File: src/rtl/clock_step_gate_pkg.sv
// Shared mode encodings and channel FSM states for the multi-channel clock step gate.
package clock_step_gate_pkg;

    localparam logic [1:0] MODE_OFF   = 2'b00;
    localparam logic [1:0] MODE_RUN   = 2'b01;
    localparam logic [1:0] MODE_STEP  = 2'b10;
    localparam logic [1:0] MODE_BURST = 2'b11;

    typedef enum logic {
        ST_IDLE   = 1'b0,
        ST_ACTIVE = 1'b1
    } chan_state_t;

endpackage

File: src/rtl/clock_step_gate_chan.sv
// One gated-clock channel: request FSM, pulse counter, posedge enable, low-transparent latch, AND gate.
//
// state     | meaning
// ST_IDLE   | waiting; OFF/RUN gating handled here, STEP/BURST requests accepted here
// ST_ACTIVE | accepted STEP/BURST in progress; mode and req ignored until done
module clock_step_gate_chan
    import clock_step_gate_pkg::*;
#(
    parameter int CNT_W = 8
) (
    input  logic             clk,
    input  logic             rst,
    input  logic [1:0]       mode,
    input  logic             req,
    input  logic [CNT_W-1:0] burst_len,
    input  logic             hold,
    output logic             gclk,
    output logic             busy,
    output logic             done,
    output logic [CNT_W-1:0] remaining
);

    chan_state_t state;
    logic        gate_en;
    logic        gate_q;

    always_ff @(posedge clk or posedge rst) begin
        if (rst) begin
            state     <= ST_IDLE;
            gate_en   <= 1'b0;
            busy      <= 1'b0;
            done      <= 1'b0;
            remaining <= '0;
        end else begin
            done <= 1'b0;
            case (state)
                ST_IDLE: begin
                    case (mode)
                        MODE_OFF: gate_en <= 1'b0;
                        MODE_RUN: gate_en <= req & ~hold;
                        MODE_STEP: begin
                            gate_en <= 1'b0;
                            if (req) begin
                                remaining <= CNT_W'(1);
                                gate_en   <= ~hold;
                                busy      <= 1'b1;
                                state     <= ST_ACTIVE;
                            end
                        end
                        MODE_BURST: begin
                            gate_en <= 1'b0;
                            if (req) begin
                                // A zero-length burst passes through ACTIVE only to delay done by one cycle.
                                remaining <= burst_len;
                                gate_en   <= (burst_len != '0) & ~hold;
                                busy      <= (burst_len != '0);
                                state     <= ST_ACTIVE;
                            end
                        end
                    endcase
                end
                ST_ACTIVE: begin
                    if (gate_en) begin
                        remaining <= remaining - CNT_W'(1);
                        if (remaining == CNT_W'(1)) begin
                            gate_en <= 1'b0;
                            busy    <= 1'b0;
                            done    <= 1'b1;
                            state   <= ST_IDLE;
                        end else begin
                            gate_en <= ~hold;
                        end
                    end else if (remaining == '0) begin
                        done  <= 1'b1;
                        state <= ST_IDLE;
                    end else begin
                        gate_en <= ~hold;
                    end
                end
                default: state <= ST_IDLE;
            endcase
        end
    end

    // Latch only opens while clk is low, so gate_en changes never reach gclk mid-high-phase.
    always_latch begin
        if (rst)
            gate_q <= 1'b0;
        else if (!clk)
            gate_q <= gate_en;
    end

    assign gclk = clk & gate_q;

endmodule

File: src/rtl/clock_step_gate.sv
// Multi-channel glitch-free gated-clock generator; one independent channel per output.
module clock_step_gate
    import clock_step_gate_pkg::*;
#(
    parameter int CHANNELS = 4,
    parameter int CNT_W    = 8
) (
    input  logic                      clk,
    input  logic                      rst,
    input  logic [2*CHANNELS-1:0]     mode,
    input  logic [CHANNELS-1:0]       req,
    input  logic [CNT_W*CHANNELS-1:0] burst_len,
    input  logic                      hold,
    output logic [CHANNELS-1:0]       gclk,
    output logic [CHANNELS-1:0]       busy,
    output logic [CHANNELS-1:0]       done,
    output logic [CNT_W*CHANNELS-1:0] remaining
);

    for (genvar i = 0; i < CHANNELS; i++) begin : g_chan
        clock_step_gate_chan #(
            .CNT_W(CNT_W)
        ) u_chan (
            .clk      (clk),
            .rst      (rst),
            .mode     (mode[2*i +: 2]),
            .req      (req[i]),
            .burst_len(burst_len[CNT_W*i +: CNT_W]),
            .hold     (hold),
            .gclk     (gclk[i]),
            .busy     (busy[i]),
            .done     (done[i]),
            .remaining(remaining[CNT_W*i +: CNT_W])
        );
    end

endmodule

File: config.mk
export PLATFORM = sky130hd
export DESIGN_NAME = clock_step_gate
export DESIGN_NICKNAME = d
export VERILOG_FILES = /design/src/rtl/clock_step_gate_pkg.sv /design/src/rtl/clock_step_gate_chan.sv /design/src/rtl/clock_step_gate.sv
export SDC_FILE = /design/constraint.sdc
export NUM_CORES = 1
export LEC_CHECK = 0
export ABC_AREA = 1
export CAP_MARGIN = 5
export CORE_MARGIN = 3
export CORE_UTILIZATION = 25
export DETAILED_ROUTE_END_ITERATION = 12
export PLACE_DENSITY_LB_ADDON = 0.15
export SYNTH_ARGS = -nofsm -noshare
export SYNTH_HDL_FRONTEND = slang
export SYNTH_SLANG_ARGS = --single-unit
export TNS_END_PERCENT = 50
File: constraint.sdc
create_clock -name clk -period 1.8 [get_ports clk]
set_input_delay 0.36 -clock clk [delete_from_list [all_inputs] [get_ports clk]]
set_output_delay 0.36 -clock clk [all_outputs]
set_load 0.01 [all_outputs]
==> impl_summary.txt <==
----------------------------------------------------
[Outcome]
  Run status ... finished with violations
  Failing checks ... setup timing

[Critical path]
  Kind of capture point of the worst setup path ... output pin
  CP required ... roughly 1.4 ns
  Critical path's largest stage delay ... between 0.3 and 0.4 ns
  Type of the setup path with the least slack ... latch to output pin
  Arrival @ worst endpoint ... between 2 and 2.5 ns
  Launching element type of the critical path ... latch
  Family of cells with the greatest summed delay on the critical path ... latches
  Crit Path Max Fanout ... 1
  Ordered list of cells on the worst path ... nand2_4, inv_2, buf_6
  Count of buffer and inverter cells on the critical path ... 2
  Slowest CP cell ... sky130_fd_sc_hd__dlxtp_1

[Synth]
  Leading area contributor after synthesis ... sky130_fd_sc_hd__dfrtp_1
  Net Count, Synth ... approximately 560
  Synth Cell Area ... approximately 3400 um2
  Biggest area contributors in the synthesized netlist ... sky130_fd_sc_hd__dfrtp_1 (35%), sky130_fd_sc_hd__nand2_1 (17%), sky130_fd_sc_hd__inv_1 (7.0%)
  Most repeated cell in the gate-level netlist after synthesis ... sky130_fd_sc_hd__nand2_1
  Most used flip-flop cell after synthesis ... sky130_fd_sc_hd__dfrtp_1
  List of most frequent post-synthesis cells ... sky130_fd_sc_hd__nand2_1 (155), sky130_fd_sc_hd__inv_1 (64), sky130_fd_sc_hd__nor2_1 (60)
  Fraction of synthesis flops using an asynchronous set or reset pin ... 0.923
  Share of the synthesized area in the top cell type ... 0.351
  Number of enable-type register cells in the synthesized netlist ... 0
  Total number of yosys warnings ... 0
  Avg Inst Size Synth ... roughly 6.7 um2
  Number of different library cells in the post-synthesis netlist ... 31
  Synthesized flop and latch total ... 52
  Gate count after technology mapping ... 509

[GRT]
  Global-route wire length before repair ... 16,400 um
  Number of antenna violations at the first check in global routing ... 0
  Gr usage total ... 0.144
  Number of global-route vias before repair ... between 3,000 and 4,000
  Global-route congestion overflow total ... 0
  Largest net degree at the start of global routing ... 31

[Layout]
  Final Instance Area ... approximately 5000 um2
  Final core utilization ... 0.378
  Antenna diodes ... 0
  Area taken by multi-input logic gates ... 1710 um2
  Fin cells ... 800
  Storage cell area ... 1260 um2
  Fill cell total of the finished layout ... 1,461
  Fraction of layout cells with a size suffix above 1 ... 0.117
  Net count reported at finish ... ~680
  Synth-to-Final Area Change ... 47.0%

[Floorplan]
  Starting Density ... 0.257
  I/O pin count ... slightly above 90
  Die Outline Area ... 15,100 um2
  Die width ... ~120 um
  Core footprint ... 13,300 um2
  Number of core rows ... 42
  Vert. Die Dim ... approximately 120 um

[Min path]
  Worst Hold Class ... primary input to clock gate

[Place]
  Detailed placer's ending HPWL ... approximately 7500 um
  Post-Place Worst Slack ... -0.562 ns
  Final weighted congestion in routability-driven placement ... 0.835
  IO Port Bufs ... 90
  Placed Cells incl. Taps ... 770
  Area after detailed placement ... between 4000 and 5000 um2

[Timing]
  Max-slew violation count ... 0
  Max_slew headroom ... 0.669
  Final-report hold violation count ... 0
  Slew at the pin closest to its max-slew limit ... between 0.4 and 0.5 ns
  Final hold slack ... between 0.4 and 0.5 ns
  Setup TNS Final ... -2.38 ns
  Worst setup margin ... -0.616 ns
  Clock Skew ... between 0.05 and 0.06 ns
  Final setup fails ... 8
  RSZ-0062 raised after global routing ... true

[Clocking]
  Latest clock arrival within the worst-skew pair ... a little under 0.6 ns
  Clock slew at reported path FFs ... ~0.030 ns
  Clock tree from TritonCTS ... yes

[Routing]
  Via count ... 3,544
  Number of nets still failing antenna checks after routing ... 0
  Routed wire length ... about 9800 um
  DRC viols ... 0
  Detail-routed net length per standard cell ... between 10 and 15 um
  Post-detailed-route via-to-cell ratio ... roughly 4.4
  Initial DRC Count ... ~150
  Detailed Routing Iterations Pass 1 ... 4

[Power]
  Total power of the final layout ... 7.26 mW
  Max rail drop VDD ... 722 uV
  Static Leak ... about 2.6 nW
  PwrDens ... roughly 1400 nW/um2

[Job]
  Max_cap viols ... 0

----------------------------------------------------
[metal layers]
layer / vias up / routed length (um) / track usage
met3: 14 / 698 / 0.0700
li1: 1833 / - / -
met5: - / 0 / 0
met1: 1598 / 4360 / 0.163
met4: 0 / 184 / 0.0893
met2: 99 / 4560 / 0.217
[logic make-up (layout without fill, tap and decap cells)]
family,count (synthesis),after routing,share of synthesized area
latches,4,4,0.0176
AOI/OAI and AO/OA,82,82,0.140
DFF,48,48,0.351
buffers and inverters,94,209,0.137
adders and majority gates,8,8,0.0293
and+or+nand+nor,273,273,0.325
[worst reg2reg max path: stages (launching register included)]
cell	delay, ns
sky130_fd_sc_hd__dfrtp_1	0.41
sky130_fd_sc_hd__inv_1	0.14
sky130_fd_sc_hd__ha_1	0.25
sky130_fd_sc_hd__nand2_1	0.07
sky130_fd_sc_hd__nor2_1	0.19
sky130_fd_sc_hd__nand3_1	0.13
sky130_fd_sc_hd__nand3_1	0.14
sky130_fd_sc_hd__a21oi_1	0.07
[power by group]
| part | total, mW | switching [mW] | internal (mW) |
|---|---|---|---|
| sequential | 1.85 | 0.349 | 1.50 |
| clock | 2.51 | 0.754 | 1.75 |
| combinational | 2.90 | 1.67 | 1.23 |
| total | 7.26 | 2.77 | 4.49 |
[cell usage in the layout (no fill, tap or decap), types with 3 or more instances in the layout]
cell type,instances
sky130_fd_sc_hd__inv_2,9
sky130_fd_sc_hd__buf_6,4
sky130_fd_sc_hd__dlymetal6s2s_1,5
sky130_fd_sc_hd__clkdlybuf4s50_1,47
sky130_fd_sc_hd__nor2_1,60
sky130_fd_sc_hd__nand4_1,4
sky130_fd_sc_hd__buf_4,25
sky130_fd_sc_hd__o22ai_1,3
sky130_fd_sc_hd__clkbuf_16,18
sky130_fd_sc_hd__nand3_1,46
sky130_fd_sc_hd__a21oi_1,18
sky130_fd_sc_hd__ha_1,8
sky130_fd_sc_hd__dlygate4sd2_1,34
sky130_fd_sc_hd__nor3_1,3
sky130_fd_sc_hd__nand2_1,151
sky130_fd_sc_hd__inv_1,60
sky130_fd_sc_hd__o21ai_0,47
sky130_fd_sc_hd__o21ai_2,4
sky130_fd_sc_hd__dfrtp_1,48
sky130_fd_sc_hd__dlxtp_1,4
[what timing repair did]
action / in CTS / in global routing
hold endpoints to repair: 1 / 0
pin swaps: 3 / 3
setup buffers: 6 / 1
gates resized for setup: 60 / 9
hold buffers: 1 / 0
setup endpoints to repair: 45 / 13
[flip-flops by register name (all words and copies together) (netlist names)]
register / cells
g_chan.u_chan.remaining: 32
g_chan.u_chan.busy: 4
g_chan.u_chan.gate_q: 4
g_chan.u_chan.gate_en: 4
g_chan.u_chan.state: 4
g_chan.u_chan.done: 4
[path summary, 6_finish.rpt]
path | startpoint | endpoint | slack, ns | cells after the start
max | g_chan[1].u_chan.gate_q | gclk[1] | -0.62 | 3
min | rst | clock gate | 0.47 | 3
max reg2reg | g_chan[0].u_chan.remaining[0] | g_chan[0].u_chan.gate_en | 0.27 | 7
min reg2reg | g_chan[1].u_chan.busy | g_chan[1].u_chan.busy | 0.49 | 2
max in group gated | rst | clock gate | 0.37 | 3
max in group asynchronous | rst | g_chan[2].u_chan.remaining[2] | 0.60 | 4
min in group clk | rst | g_chan[1].u_chan.gate_q | 0.48 | 2
min in group asynchronous | rst | g_chan[0].u_chan.gate_en | 0.95 | 4
[final cells by class]
cell class                      count  area share
Clock buffer                       26       0.104
Sequential cell                    52       0.251
Clock inverter                      5     0.00373
Inverter                           66      0.0503
Multi-Input combinational cell    363       0.340
Tap cell                          176      0.0438
Timing Repair Buffer              112       0.207
(Power assumes the default switching activity.)
